[src/rtl/sprite_mover.sv]
// sprite_mover: bounces a sprite origin around the visible area, one update every fdiv+1 frames.
// Ports: clk/rst_n (async active-low), hc/vc raster counters, en motion enable,
// step pixels per update, fdiv frame divider; posx/posy sprite origin, busy while
// moving, hit_x/hit_y one-cycle bounce pulses.
module sprite_mover #(
  parameter logic [10:0] HRES = 11'd800,
  parameter logic [10:0] VRES = 11'd600,
  parameter logic [10:0] TAM  = 11'd64,
  parameter logic [10:0] X0   = 11'd0,
  parameter logic [10:0] Y0   = 11'd0
) (
  input  logic        clk,
  input  logic        rst_n,
  input  logic [10:0] hc,
  input  logic [10:0] vc,
  input  logic        en,
  input  logic [3:0]  step,
  input  logic [3:0]  fdiv,
  output logic [10:0] posx,
  output logic [10:0] posy,
  output logic        busy,
  output logic        hit_x,
  output logic        hit_y
);
  typedef enum logic [1:0] {IDLE, MOVE_X, MOVE_Y} state_t;
  localparam logic [11:0] XMAX = {1'b0, HRES} - {1'b0, TAM};
  localparam logic [11:0] YMAX = {1'b0, VRES} - {1'b0, TAM};
  state_t      state_q, state_d;
  logic        cmp, cmp_q, tick, fire;
  logic [3:0]  fcnt_q, fcnt_d, step_q;
  logic [10:0] posx_q, posx_d, posy_q, posy_d;
  logic        dx_q, dy_q, hit_x_q, hit_y_q, xhit, yhit;
  logic [11:0] xs, ys;
  assign cmp  = hc == 11'd0 && vc == VRES;
  // rising edge of the compare gives one tick per frame even when hc stalls at 0
  assign tick = cmp && !cmp_q && state_q == IDLE;
  assign fire = tick && fcnt_q == fdiv;
  always_comb begin
    fcnt_d  = tick ? (fire ? 4'd0 : fcnt_q + 4'd1) : fcnt_q;
    state_d = state_q == IDLE ? (fire && en ? MOVE_X : IDLE) : state_q == MOVE_X ? MOVE_Y : IDLE;
    xs      = {1'b0, posx_q} + {8'd0, step};
    ys      = {1'b0, posy_q} + {8'd0, step_q};
    // a zero step never moves or bounces, regardless of position
    xhit    = step != 4'd0 && (dx_q ? xs >= XMAX : {1'b0, posx_q} <= {8'd0, step});
    yhit    = step_q != 4'd0 && (dy_q ? ys >= YMAX : {1'b0, posy_q} <= {8'd0, step_q});
    posx_d  = dx_q ? (xhit ? XMAX[10:0] : xs[10:0]) : (xhit ? 11'd0 : posx_q - {7'd0, step});
    posy_d  = dy_q ? (yhit ? YMAX[10:0] : ys[10:0]) : (yhit ? 11'd0 : posy_q - {7'd0, step_q});
  end
  always_ff @(posedge clk or negedge rst_n) begin
    if (!rst_n) begin
      state_q <= IDLE;
      cmp_q   <= 1'b0;
      fcnt_q  <= 4'd0;
      step_q  <= 4'd0;
      posx_q  <= X0;
      posy_q  <= Y0;
      dx_q    <= 1'b1;
      dy_q    <= 1'b1;
      hit_x_q <= 1'b0;
      hit_y_q <= 1'b0;
    end else begin
      state_q <= state_d;
      cmp_q   <= cmp;
      fcnt_q  <= fcnt_d;
      hit_x_q <= state_q == MOVE_X && xhit;
      hit_y_q <= state_q == MOVE_Y && yhit;
      if (state_q == MOVE_X) begin
        step_q <= step;
        posx_q <= posx_d;
        dx_q   <= dx_q ^ xhit;
      end
      if (state_q == MOVE_Y) begin
        posy_q <= posy_d;
        dy_q   <= dy_q ^ yhit;
      end
    end
  end
  assign posx  = posx_q;
  assign posy  = posy_q;
  assign busy  = state_q != IDLE;
  assign hit_x = hit_x_q;
  assign hit_y = hit_y_q;
endmodule

[config.mk]
export PLATFORM = sky130hd
export DESIGN_NAME = sprite_mover
export DESIGN_NICKNAME = d
export VERILOG_FILES = /design/src/rtl/sprite_mover.sv
export SDC_FILE = /design/constraint.sdc
export NUM_CORES = 1
export LEC_CHECK = 0
export CORE_MARGIN = 2
export CORE_UTILIZATION = 41
export CTS_CLUSTER_SIZE = 20
export DETAILED_ROUTE_END_ITERATION = 8
export SYNTH_ARGS = -nofsm -noshare
export SYNTH_HDL_FRONTEND = slang
export SYNTH_SLANG_ARGS = --single-unit
[constraint.sdc]
create_clock -name clk -period 3.2 [get_ports clk]
set_clock_uncertainty 0.15 [all_clocks]
set_input_delay 0.48 -clock clk [delete_from_list [all_inputs] [get_ports clk]]
set_output_delay 0.48 -clock clk [all_outputs]
set_load 0.05 [all_outputs]
==> metrics.cfg <==
[outcome]
status=finished clean

[timing]
worst_pin_slew_ns=0.897
slew_headroom_pct=40.2
hold_violations=0
rsz0062_at_grt=true
setup_viol=0
period_needed_ns=3.05
setup_tns_ns=0
setup_ws_ns=0.155
max_freq_mhz=328
slew_violations=0
holdWs_ns=0.143
period_share_pct=95.2

[synthesis]
yosysMostFrequentCell=dfrtp_1
ys.flop_type=dfrtp_1
netlist.area_leader.share_pct=27.3
syn-num-nets=442
synth.largest_area_cell=dfrtp_1
async_reset_ff_share_pct=100
synth_enable_flop_cells=0
ys_seq_area_share_pct=28.9
yosys.cell_types.count=66
yosys_warnings=0
synthCells=388
ys_ff_latch=37
synth_common_cells=dfrtp_1, nand2_1, inv_1, o21ai_0, nor2_1
ys_top_cells_by_area=dfrtp_1, ha_1, o21ai_0, nand2_1, a21oi_1
avgSynthCellArea_um2=8.27
syn_area_um2=3210

[critical_path]
r2r_end=posy[8]
reg2reg_slack_ns=0.15
slowest_stage=or4_1
worstPathCellList=ha_2 > inv_1 > fa_1 > o21ba_1 > o21a_4 > nor3_2 > a31oi_1 > a221oi_2 > a221oi_2 > buf_4 > or4_1 > o21ai_1
worstPathRequired_ns=3.28
crit_top_cell=a221oi_2
slowest_delay_ns=0.47
worstSetupEndpointType=register
cp-start-kind=register
endpoint=posy[8]
cp.arrival_ns=3.12
r2r_cells=12
path_buf_inv=2
r2r_start=posy[0]
crit_family=compound AO/OA/AOI/OAI gates
cp.depth=12
cp-startpoint=posy[0]
path_class=register to register
cp_max_fo=5

[clocking]
htreeDepth=2
clock_latency_ns=0.30
clk_pin_slew_ns=0.08
cts_tree=done
cts_max_path_buffers=2
cts_hold_buffers=0
cts_root_buf=clkbuf_8
cts.sinks=37
cts_buffers=5

[pwr]
powerDensity_nw_per_um2=261
p_int_w=0.000810
p_seq_share_pct=44.7
combPwrFrac_pct=14.4
power_w=0.00109
power_switching_w=0.000285
p_clk_share_pct=40.9
p_leak_nw=1.76
swShare_pct=26.0
irDropWorstVdd_uv=195

[final_layout]
diodes=0
syn_to_final_growth_pct=30.5
instances_no_fill=562
drive_gt1_share_pct=14.3
final_nets=513

[floorplanning]
core.rowCount=32
core_area_um2=7650
ioPinCount=58
fp.dieW_um=92.5
die_area_um2=8550
die_y_um=92.5
start_util_pct=42.0

[placed_design]
place_ws_ns=-0.180
dp.cells=551
place_hpwl_um=6320
gp_congestion=0.903
numPortBuffers=57

[grt]
grt_pass1_wl_um=14900
gr-total-overflow=0
grt_antenna_before_repair=0
grt_pass1_vias=3086
grt_max_degree=38
track_usage_pct=21.6

[route]
drt-pass1-iter-count=4
drtIter0Drc=161
via_per_inst=5.72
ant_nets=0
routed_wl_um=8730
post-route-drc-count=0
wl_per_cell_um=15.5
vias=3217

[job]
max_cap_viol_count=0

[hold_path]
min_path_type=primary input to asynchronous set/reset pin

power by group through the flow:
stage / Combinational (W) / Clock [W] / Sequential [W]
detailed placement: 0.000157 / 0 / 0.000499
CTS: 0.000158 / 0.000457 / 0.000490
global placement: 0.000156 / 0 / 0.000499
finish: 0.000157 / 0.000448 / 0.000490
global route: 0.000170 / 0.000477 / 0.000492
floorplan: 0.0000606 / 0 / 0.000505
cell families after synthesis:
kind of cell | Yosys count | synth area share, %
multiplexers | 11 | 3.51
flip-flops | 37 | 28.9
XOR/XNOR | 15 | 4.09
AND/OR/NAND/NOR | 130 | 21.3
AO/OA/AOI/OAI | 123 | 26.6
adder cells (fa/ha/maj) | 21 | 9.12
buffers and inverters | 51 | 6.43
routing by layer:
metal / vias to the layer above / wire length (µm) / share of wire (%) / track usage, %
li1: 1565 / - / - / -
met5: - / 0 / 0 / 0
met2: 94 / 4040 / 46 / 34.2
met4: 0 / 128 / 1.5 / 5.47
met1: 1547 / 4130 / 47 / 30.8
met3: 11 / 420 / 4.8 / 3.42
final cells by class:
| type | instances | area (µm²) |
|---|---|---|
| Timing Repair Buffer | 89 | 818 |
| Sequential cell | 37 | 928 |
| Inverter | 26 | 97.6 |
| Fill cell | 727 | 3460 |
| Clock buffer | 6 | 82.6 |
| Multi-Input combinational cell | 300 | 2100 |
| Clock inverter | 2 | 37.5 |
| Tap cell | 102 | 128 |
what timing repair did:
action                                  CTS  global route
buffers inserted                          0             3
endpoints found under the setup margin    0             7
resized for setup                         0             9
worst register-to-register path, cell delays in order, from the launching register on:
cell	delay (ns)
dfrtp_1	0.36
ha_2	0.19
inv_1	0.05
fa_1	0.38
o21ba_1	0.21
o21a_4	0.23
nor3_2	0.16
a31oi_1	0.07
a221oi_2	0.34
a221oi_2	0.11
buf_4	0.18
or4_1	0.47
o21ai_1	0.09
worst min-delay path by stage:
stage / startpoint / end / slack, ns / cells past startpoint
6_report: rst_n / posy[6] / 0.14 / 1
4_1_cts: rst_n / fcnt_q[2] / 0.20 / 1
3_5_place_dp: fcnt_q[2] / fcnt_q[2] / 0.37 / 1
2_1_floorplan: rst_n / cmp_q / 0.03 / 0
3_3_place_gp: fcnt_q[2] / fcnt_q[2] / 0.38 / 1
5_1_grt: rst_n / hit_y / 0.22 / 1
registers in the layout, indices dropped and copies added (netlist names):
name / count
posx: 11
hit_y: 1
hit_x: 1
posy: 11
dy_q: 1
cmp_q: 1
step_q: 4
state_q: 2
dx_q: 1
fcnt_q: 4
stage by stage:
stage	cell area [µm²]	util, %
6_report	4190	54.8
3_5_place_dp	4030	52.6
5_1_grt	4190	54.8
4_1_cts	4150	54.2
2_1_floorplan	3210	-
3_3_place_gp	4030	52.6
cell usage in the layout, fill, tap and decap left out, drive strengths merged, types with 10 or more instances in the layout:
master         synthesis  final
nor2                  24     24
dfrtp                 35     35
o31ai                 11     11
o21ai                 30     30
xnor2                 10     10
buf                    8     33
nand2                 33     33
nor3                  10     10
clkdlybuf4s50          0     56
a21oi                 22     22
inv                   26     26
or3                   11     11
nand3                 10     10
ha                    17     17
No activity file was read; power rests on OpenSTA's default activity.
==> edit 1 (config.mk and constraints unchanged) <==
Change the parameter `VRES` from 11'd600 to 11'd300.
--- a/src/rtl/sprite_mover.sv
+++ b/src/rtl/sprite_mover.sv
@@ -5,5 +5,5 @@
 module sprite_mover #(
   parameter logic [10:0] HRES = 11'd800,
-  parameter logic [10:0] VRES = 11'd600,
+  parameter logic [10:0] VRES = 11'd300,
   parameter logic [10:0] TAM  = 11'd64,
   parameter logic [10:0] X0   = 11'd0,
Check against the original RTL: not equivalent (a bounded check fails within 4 cycles, from zero or initial values and one cycle with rst_n low).
==> edit 1 against the unedited design <==
Sequential share of layout area shrank 0.76 points; clock power shrank 2%; cell area rose by 3.6%; routed wire length increased by 6.3%; critical path depth is the same; worst hold slack gained 2.9 ps; final cell count increased by 5.9%; sequential power fell by 4.7%; area after synthesis grew 7.0%; worst setup slack worse by 18 ps; first-iteration DRC count grew 13%; sequential cell count stayed put; power is 7.5% lower; critical path type is now primary input to flip-flop; largest power group unchanged.
==> edit 1: results (changes against the unedited design) <==
Power and ir drop
The highest ir drop seen on vdd was 0.163 mV (-17%). The standby leakage power is 0.00179 µW (+1.6%).

Run status
The flow ran to the end, and the final reports show no timing, DRC or antenna violations.

Worst setup path
The worst reg2reg path depth was 10 (-2). The reg-to-reg setup timing slack was 220 ps (+70 ps). The destination of the worst register-to-register timing path is posy[4].

Final layout
The number of fill cells is 791 (+8.8%). The final net count is 543 (+5.8%). The number of antenna repair diodes came to 0 (unchanged). The layout-stage area growth over the synthesis result is 26.3%. The share of final-layout standard cells stronger than drive strength 1 is 0.139 (-0.00470).

GRT
The number of global-route vias before repair came to 3,244 (+5.1%). The wire length of the first global-routing pass is 15,400 µm (+3.1%). The all-layer global routing usage is 0.212 (-0.00433).

CTS
The number of clock buffers inserted by TritonCTS was 5 (unchanged). The buffer type at the clock tree root is sky130_fd_sc_hd__clkbuf_8.

Synthesis
Counting instances in the post-synthesis netlist gives the leading cell types as sky130_fd_sc_hd__nor2_1, sky130_fd_sc_hd__nand2_1, sky130_fd_sc_hd__dfrtp_1. The dominant synthesized flop cell is sky130_fd_sc_hd__dfrtp_1. The count of unique library cells instantiated by Yosys is 76 (+15%). In the post-synthesis netlist, the biggest area contributors are sky130_fd_sc_hd__dfrtp_1, sky130_fd_sc_hd__ha_1, sky130_fd_sc_hd__a21oi_1. The share of flip-flops with an asynchronous set or reset is 1.00 (unchanged). The portion of the post-synthesis area used by sequential elements came to 0.270 (-0.0190). The number of nets in the synthesized netlist is 481 (+8.8%).

Route
The length of routed met2 wiring is 4310 µm (+6.5%). The post-detailed-route wirelength per cell is 15.6 µm (+0.36%). The length of the first detailed-routing pass in iterations is 4 (unchanged). The detail-routed via count per cell was 5.78 (+0.91%). The total met3 wirelength after detailed routing is 533 µm (+27%). The sum of routed wire segments on met1 is 4320 µm (+4.5%).

The number of design-rule violations left by the first detailed-router iteration is 182 (+13%).

Timing
The worst max-slew margin expressed relative to the limit was 0.424 (+0.0216). The smallest hold slack is 145 ps (+2.86 ps).

Place
The half-perimeter wire length of the detailed placement result is 6940 µm (+9.8%). The placer congestion estimate came to 0.875 (-3.1%).
[edit 1: worst max path at each step]
stage / from / to / slack, ps / depth (start not counted)
4_1_cts: step[0] / posx[8] / 130 / 11
3_5_place_dp: step[0] / posx[3] / -180 / 11
6_report: step[0] / posx[8] / 140 / 12
5_1_grt: step[0] / posx[3] / 10 / 12
3_3_place_gp: step[0] / posx[2] / -120 / 11
2_1_floorplan: posy[1] / posy[8] / 130 / 9
[edit 1: layer usage]
layer | GRT usage | vias to the layer above
met5 | 0 | -
met4 | 0.0571 | 0
met3 | 0.0300 | 11
met2 | 0.350 | 119
met1 | 0.289 | 1629
li1 | - | 1678
[edit 1: critical path, stage by stage]
cell                              delay, ps
sky130_fd_sc_hd__clkdlybuf4s50_1        440
sky130_fd_sc_hd__ha_1                   220
sky130_fd_sc_hd__inv_1                   70
sky130_fd_sc_hd__fa_1                   210
sky130_fd_sc_hd__nor2_2                  60
sky130_fd_sc_hd__o311a_4                390
sky130_fd_sc_hd__buf_4                  160
sky130_fd_sc_hd__a21oi_1                170
sky130_fd_sc_hd__a21oi_1                110
sky130_fd_sc_hd__a311oi_4               470
sky130_fd_sc_hd__nor2_4                 100
sky130_fd_sc_hd__o31ai_2                230
[edit 1: cell type report]
class	instances	share of cell area
well taps	105	0.0303
repair buffers	82	0.174
multi-input cells	334	0.529
clock buffers	6	0.0190
flip-flops and latches	37	0.214
inverters	29	0.0251
clock inverters	2	0.00865
[edit 1: through the flow]
step	worst slack, ps	total power [µW]	std cells	instance area, µm²	utilization
after floorplan	130	510	427	3440	-
after global placement	-116	579	587	4190	0.513
after detailed placement	-182	582	587	4190	0.513
after CTS	129	1020	595	4310	0.527
after global routing	11.5	1060	595	4340	0.531
final	136	1010	595	4340	0.531
[edit 1: logic make-up (layout without fill, tap and decap cells)]
| kind of cell | count (synthesis) | in the layout | synth area share |
|---|---|---|---|
| multiplexers | 5 | 5 | 0.0153 |
| flip-flops | 37 | 37 | 0.270 |
| adder cells (fa/ha/maj) | 21 | 21 | 0.0852 |
| XOR/XNOR | 11 | 11 | 0.0280 |
| AND/OR/NAND/NOR | 162 | 162 | 0.244 |
| buffers and inverters | 56 | 119 | 0.0696 |
| AO/OA/AOI/OAI | 135 | 135 | 0.288 |
[edit 1: power by group]
part / total, µW / switching [µW] / internal (µW)
Combinational: 105 / 45.3 / 60.0
Clock: 440 / 186 / 254
Sequential: 467 / 0.000857 / 467
Total: 1010 / 232 / 781
[edit 1: timing repair]
action                                  4_1_cts  5_1_grt
resized for setup                             0        4
hold buffers                                  0        0
endpoints found under the setup margin        0       11
==> edit 2 (same flow settings) <==
Without the edit above. Add an input register stage for `hc`, `vc`, `en`, `step` and `fdiv`, without a reset; this delays them by one clock.
--- a/src/rtl/sprite_mover.sv
+++ b/src/rtl/sprite_mover.sv
@@ -26,4 +26,19 @@
   localparam logic [11:0] XMAX = {1'b0, HRES} - {1'b0, TAM};
   localparam logic [11:0] YMAX = {1'b0, VRES} - {1'b0, TAM};
+
+  logic [10:0] hc_q;
+  logic [10:0] vc_q;
+  logic en_q;
+  logic [3:0] step_r;
+  logic [3:0] fdiv_q;
+
+  always_ff @(posedge clk) begin
+    hc_q   <= hc;
+    vc_q   <= vc;
+    en_q   <= en;
+    step_r <= step;
+    fdiv_q <= fdiv;
+  end
+
   state_t      state_q, state_d;
   logic        cmp, cmp_q, tick, fire;
@@ -32,17 +47,17 @@
   logic        dx_q, dy_q, hit_x_q, hit_y_q, xhit, yhit;
   logic [11:0] xs, ys;
-  assign cmp  = hc == 11'd0 && vc == VRES;
+  assign cmp  = hc_q == 11'd0 && vc_q == VRES;
   // rising edge of the compare gives one tick per frame even when hc stalls at 0
   assign tick = cmp && !cmp_q && state_q == IDLE;
-  assign fire = tick && fcnt_q == fdiv;
+  assign fire = tick && fcnt_q == fdiv_q;
   always_comb begin
     fcnt_d  = tick ? (fire ? 4'd0 : fcnt_q + 4'd1) : fcnt_q;
-    state_d = state_q == IDLE ? (fire && en ? MOVE_X : IDLE) : state_q == MOVE_X ? MOVE_Y : IDLE;
-    xs      = {1'b0, posx_q} + {8'd0, step};
+    state_d = state_q == IDLE ? (fire && en_q ? MOVE_X : IDLE) : state_q == MOVE_X ? MOVE_Y : IDLE;
+    xs      = {1'b0, posx_q} + {8'd0, step_r};
     ys      = {1'b0, posy_q} + {8'd0, step_q};
     // a zero step never moves or bounces, regardless of position
-    xhit    = step != 4'd0 && (dx_q ? xs >= XMAX : {1'b0, posx_q} <= {8'd0, step});
+    xhit    = step_r != 4'd0 && (dx_q ? xs >= XMAX : {1'b0, posx_q} <= {8'd0, step_r});
     yhit    = step_q != 4'd0 && (dy_q ? ys >= YMAX : {1'b0, posy_q} <= {8'd0, step_q});
-    posx_d  = dx_q ? (xhit ? XMAX[10:0] : xs[10:0]) : (xhit ? 11'd0 : posx_q - {7'd0, step});
+    posx_d  = dx_q ? (xhit ? XMAX[10:0] : xs[10:0]) : (xhit ? 11'd0 : posx_q - {7'd0, step_r});
     posy_d  = dy_q ? (yhit ? YMAX[10:0] : ys[10:0]) : (yhit ? 11'd0 : posy_q - {7'd0, step_q});
   end
@@ -66,5 +81,5 @@
       hit_y_q <= state_q == MOVE_Y && yhit;
       if (state_q == MOVE_X) begin
-        step_q <= step;
+        step_q <= step_r;
         posx_q <= posx_d;
         dx_q   <= dx_q ^ xhit;
Behaviour: not the same (Yosys sat finds a counterexample within 4 cycles, from zero or initial values and one cycle with rst_n low).
==> edit 2 against the unedited design <==
Sequential cell count is 31 higher; worst hold slack worse by 51 ps; area after synthesis is 19% higher; worst setup slack better by 66 ps; core utilization is 2.8 points lower; combinational power is 48% lower; global-route usage is 2.1 points lower; routed wire length is 5.5% higher; die area is 18% higher; sequential share of layout area is 10 points higher; cell area is 14% higher; final cell count is 7.1% higher; power is 54% higher; first-iteration DRC count is 20% higher; critical path type unchanged.
==> edit 2: results (changes against the unedited design) <==
GRT
The wire length of the first global-routing pass was 15,800 µm (+5.6%). The all-layer global routing usage is 0.195 (-0.0209). The number of global-route vias before repair was 3,245 (+5.2%).

Run status
The flow ran to the end, and the final reports show no timing, DRC or antenna violations.

Synthesis
The fraction of synthesized cell area in xor and xnor cells was 0.0387 (-0.00227). The number of nets in the synthesized netlist came to 478 (+8.1%). The share of the synthesized area in compound gates (AO/OA/AOI/OAI) is 0.199 (-0.0670).

The commonest cells after synthesis are sky130_fd_sc_hd__nand2_1, sky130_fd_sc_hd__dfrtp_1, sky130_fd_sc_hd__dfxtp_1. In the post-synthesis netlist, the biggest area contributors are sky130_fd_sc_hd__dfrtp_1, sky130_fd_sc_hd__dfxtp_1, sky130_fd_sc_hd__ha_1. The portion of the post-synthesis area used by sequential elements came to 0.406 (+0.116). The area share of fa/ha/maj cells after synthesis is 0.0766 (-0.0145). The count of unique library cells instantiated by Yosys came to 69 (+4.5%).

Power and ir drop
The standby leakage power is 0.00196 µW (+11%). The highest ir drop seen on vdd is 0.301 mV (+54%). The net switching power is 395 µW (+39%).

Route
The via count of the routed design is 3,383 (+5.2%). The post-detailed-route wirelength per cell is 15.3 µm (-1.5%). The number of design-rule violations left by the first detailed-router iteration is 194 (+20%).

The length of the first detailed-routing pass in iterations is 5 (+1).

Final layout
The share of final-layout standard cells stronger than drive strength 1 is 0.128 (-0.0152). The final net count is 540 (+5.3%).

CTS
The CTS H-tree depth is 3 (+1). The number of clock buffers inserted by TritonCTS is 9 (+4).

Worst setup path
The kind of cell with the highest combined delay along the critical path is simple AND/OR/NAND/NOR gates. The worst path arrival time is 3100 ps (-20 ps).

Place
The placement-stage cell area is 4520 µm² (+12%). The half-perimeter wire length of the detailed placement result is 6810 µm (+7.8%).

Timing
The measured slew at the worst slew-check pin is 881 ps (-15.7 ps).
## edit 2: through the flow
stage | std cells | hold WS [ps] | power (µW)
6_report | 602 | 91.5 | 1690
5_1_grt | 602 | 172 | 1770
4_1_cts | 602 | 130 | 1720
3_5_place_dp | 586 | 250 | 982
3_3_place_gp | 586 | 238 | 981
2_1_floorplan | 424 | 34.4 | 923
## edit 2: area by class of cell
cell class	instances	area [µm²]	area share
Sequential cell	68	1550	0.326
Tap cell	111	139	0.0292
Clock buffer	9	124	0.0260
Multi-Input combinational cell	309	2090	0.439
Clock inverter	7	80.1	0.0168
Timing Repair Buffer	72	678	0.143
Inverter	26	97.6	0.0205
## edit 2: timing repair
action	in CTS	in global routing
hold buffers	0	0
endpoints found under the hold margin	0	0
resized for setup	0	11
buffers inserted	0	0
endpoints found under the setup margin	0	13
## edit 2: power by group through the flow
stage	registers, µW	clock network (µW)	logic (µW)
floorplan	898	0	25.3
global placement	899	0	82.3
detailed placement	900	0	82.4
CTS	882	759	82.8
global route	884	797	91.2
finish	881	727	81.4
## edit 2: worst reg2reg max path: cells and delay by family (launching register included)
family	cells	cell delay (ps)
simple gates	4	1010
compound gates	3	580
fa+ha+maj	2	560
flops	1	400
xor+xnor	1	170
buf+inv	1	50
## edit 2: worst paths after layout
check	cells after the start	slack, ps	start	end
setup / recovery	11	220	posx[0]	posx[10]
hold / removal	1	90	rst_n	posy[5]
setup reg to reg	11	220	posx[0]	posx[10]
hold reg to reg	1	250	hc_q[8]	cmp_q
max in group asynchronous	1	2240	rst_n	posy[6]
min in group clk	1	250	hc_q[8]	cmp_q
## edit 2: cell families after synthesis
logic type	after synthesis
mux	8
simple gates	150
xor+xnor	16
buf+inv	47
flops	68
compound gates	114
fa+ha+maj	21
## edit 2: layer usage
layer	GRT usage	vias up	wire length [µm]
met5	0	-	0
met4	0.0885	0	201
met3	0.0430	19	567
met2	0.297	112	4160
met1	0.266	1595	4280
li1	-	1657	-
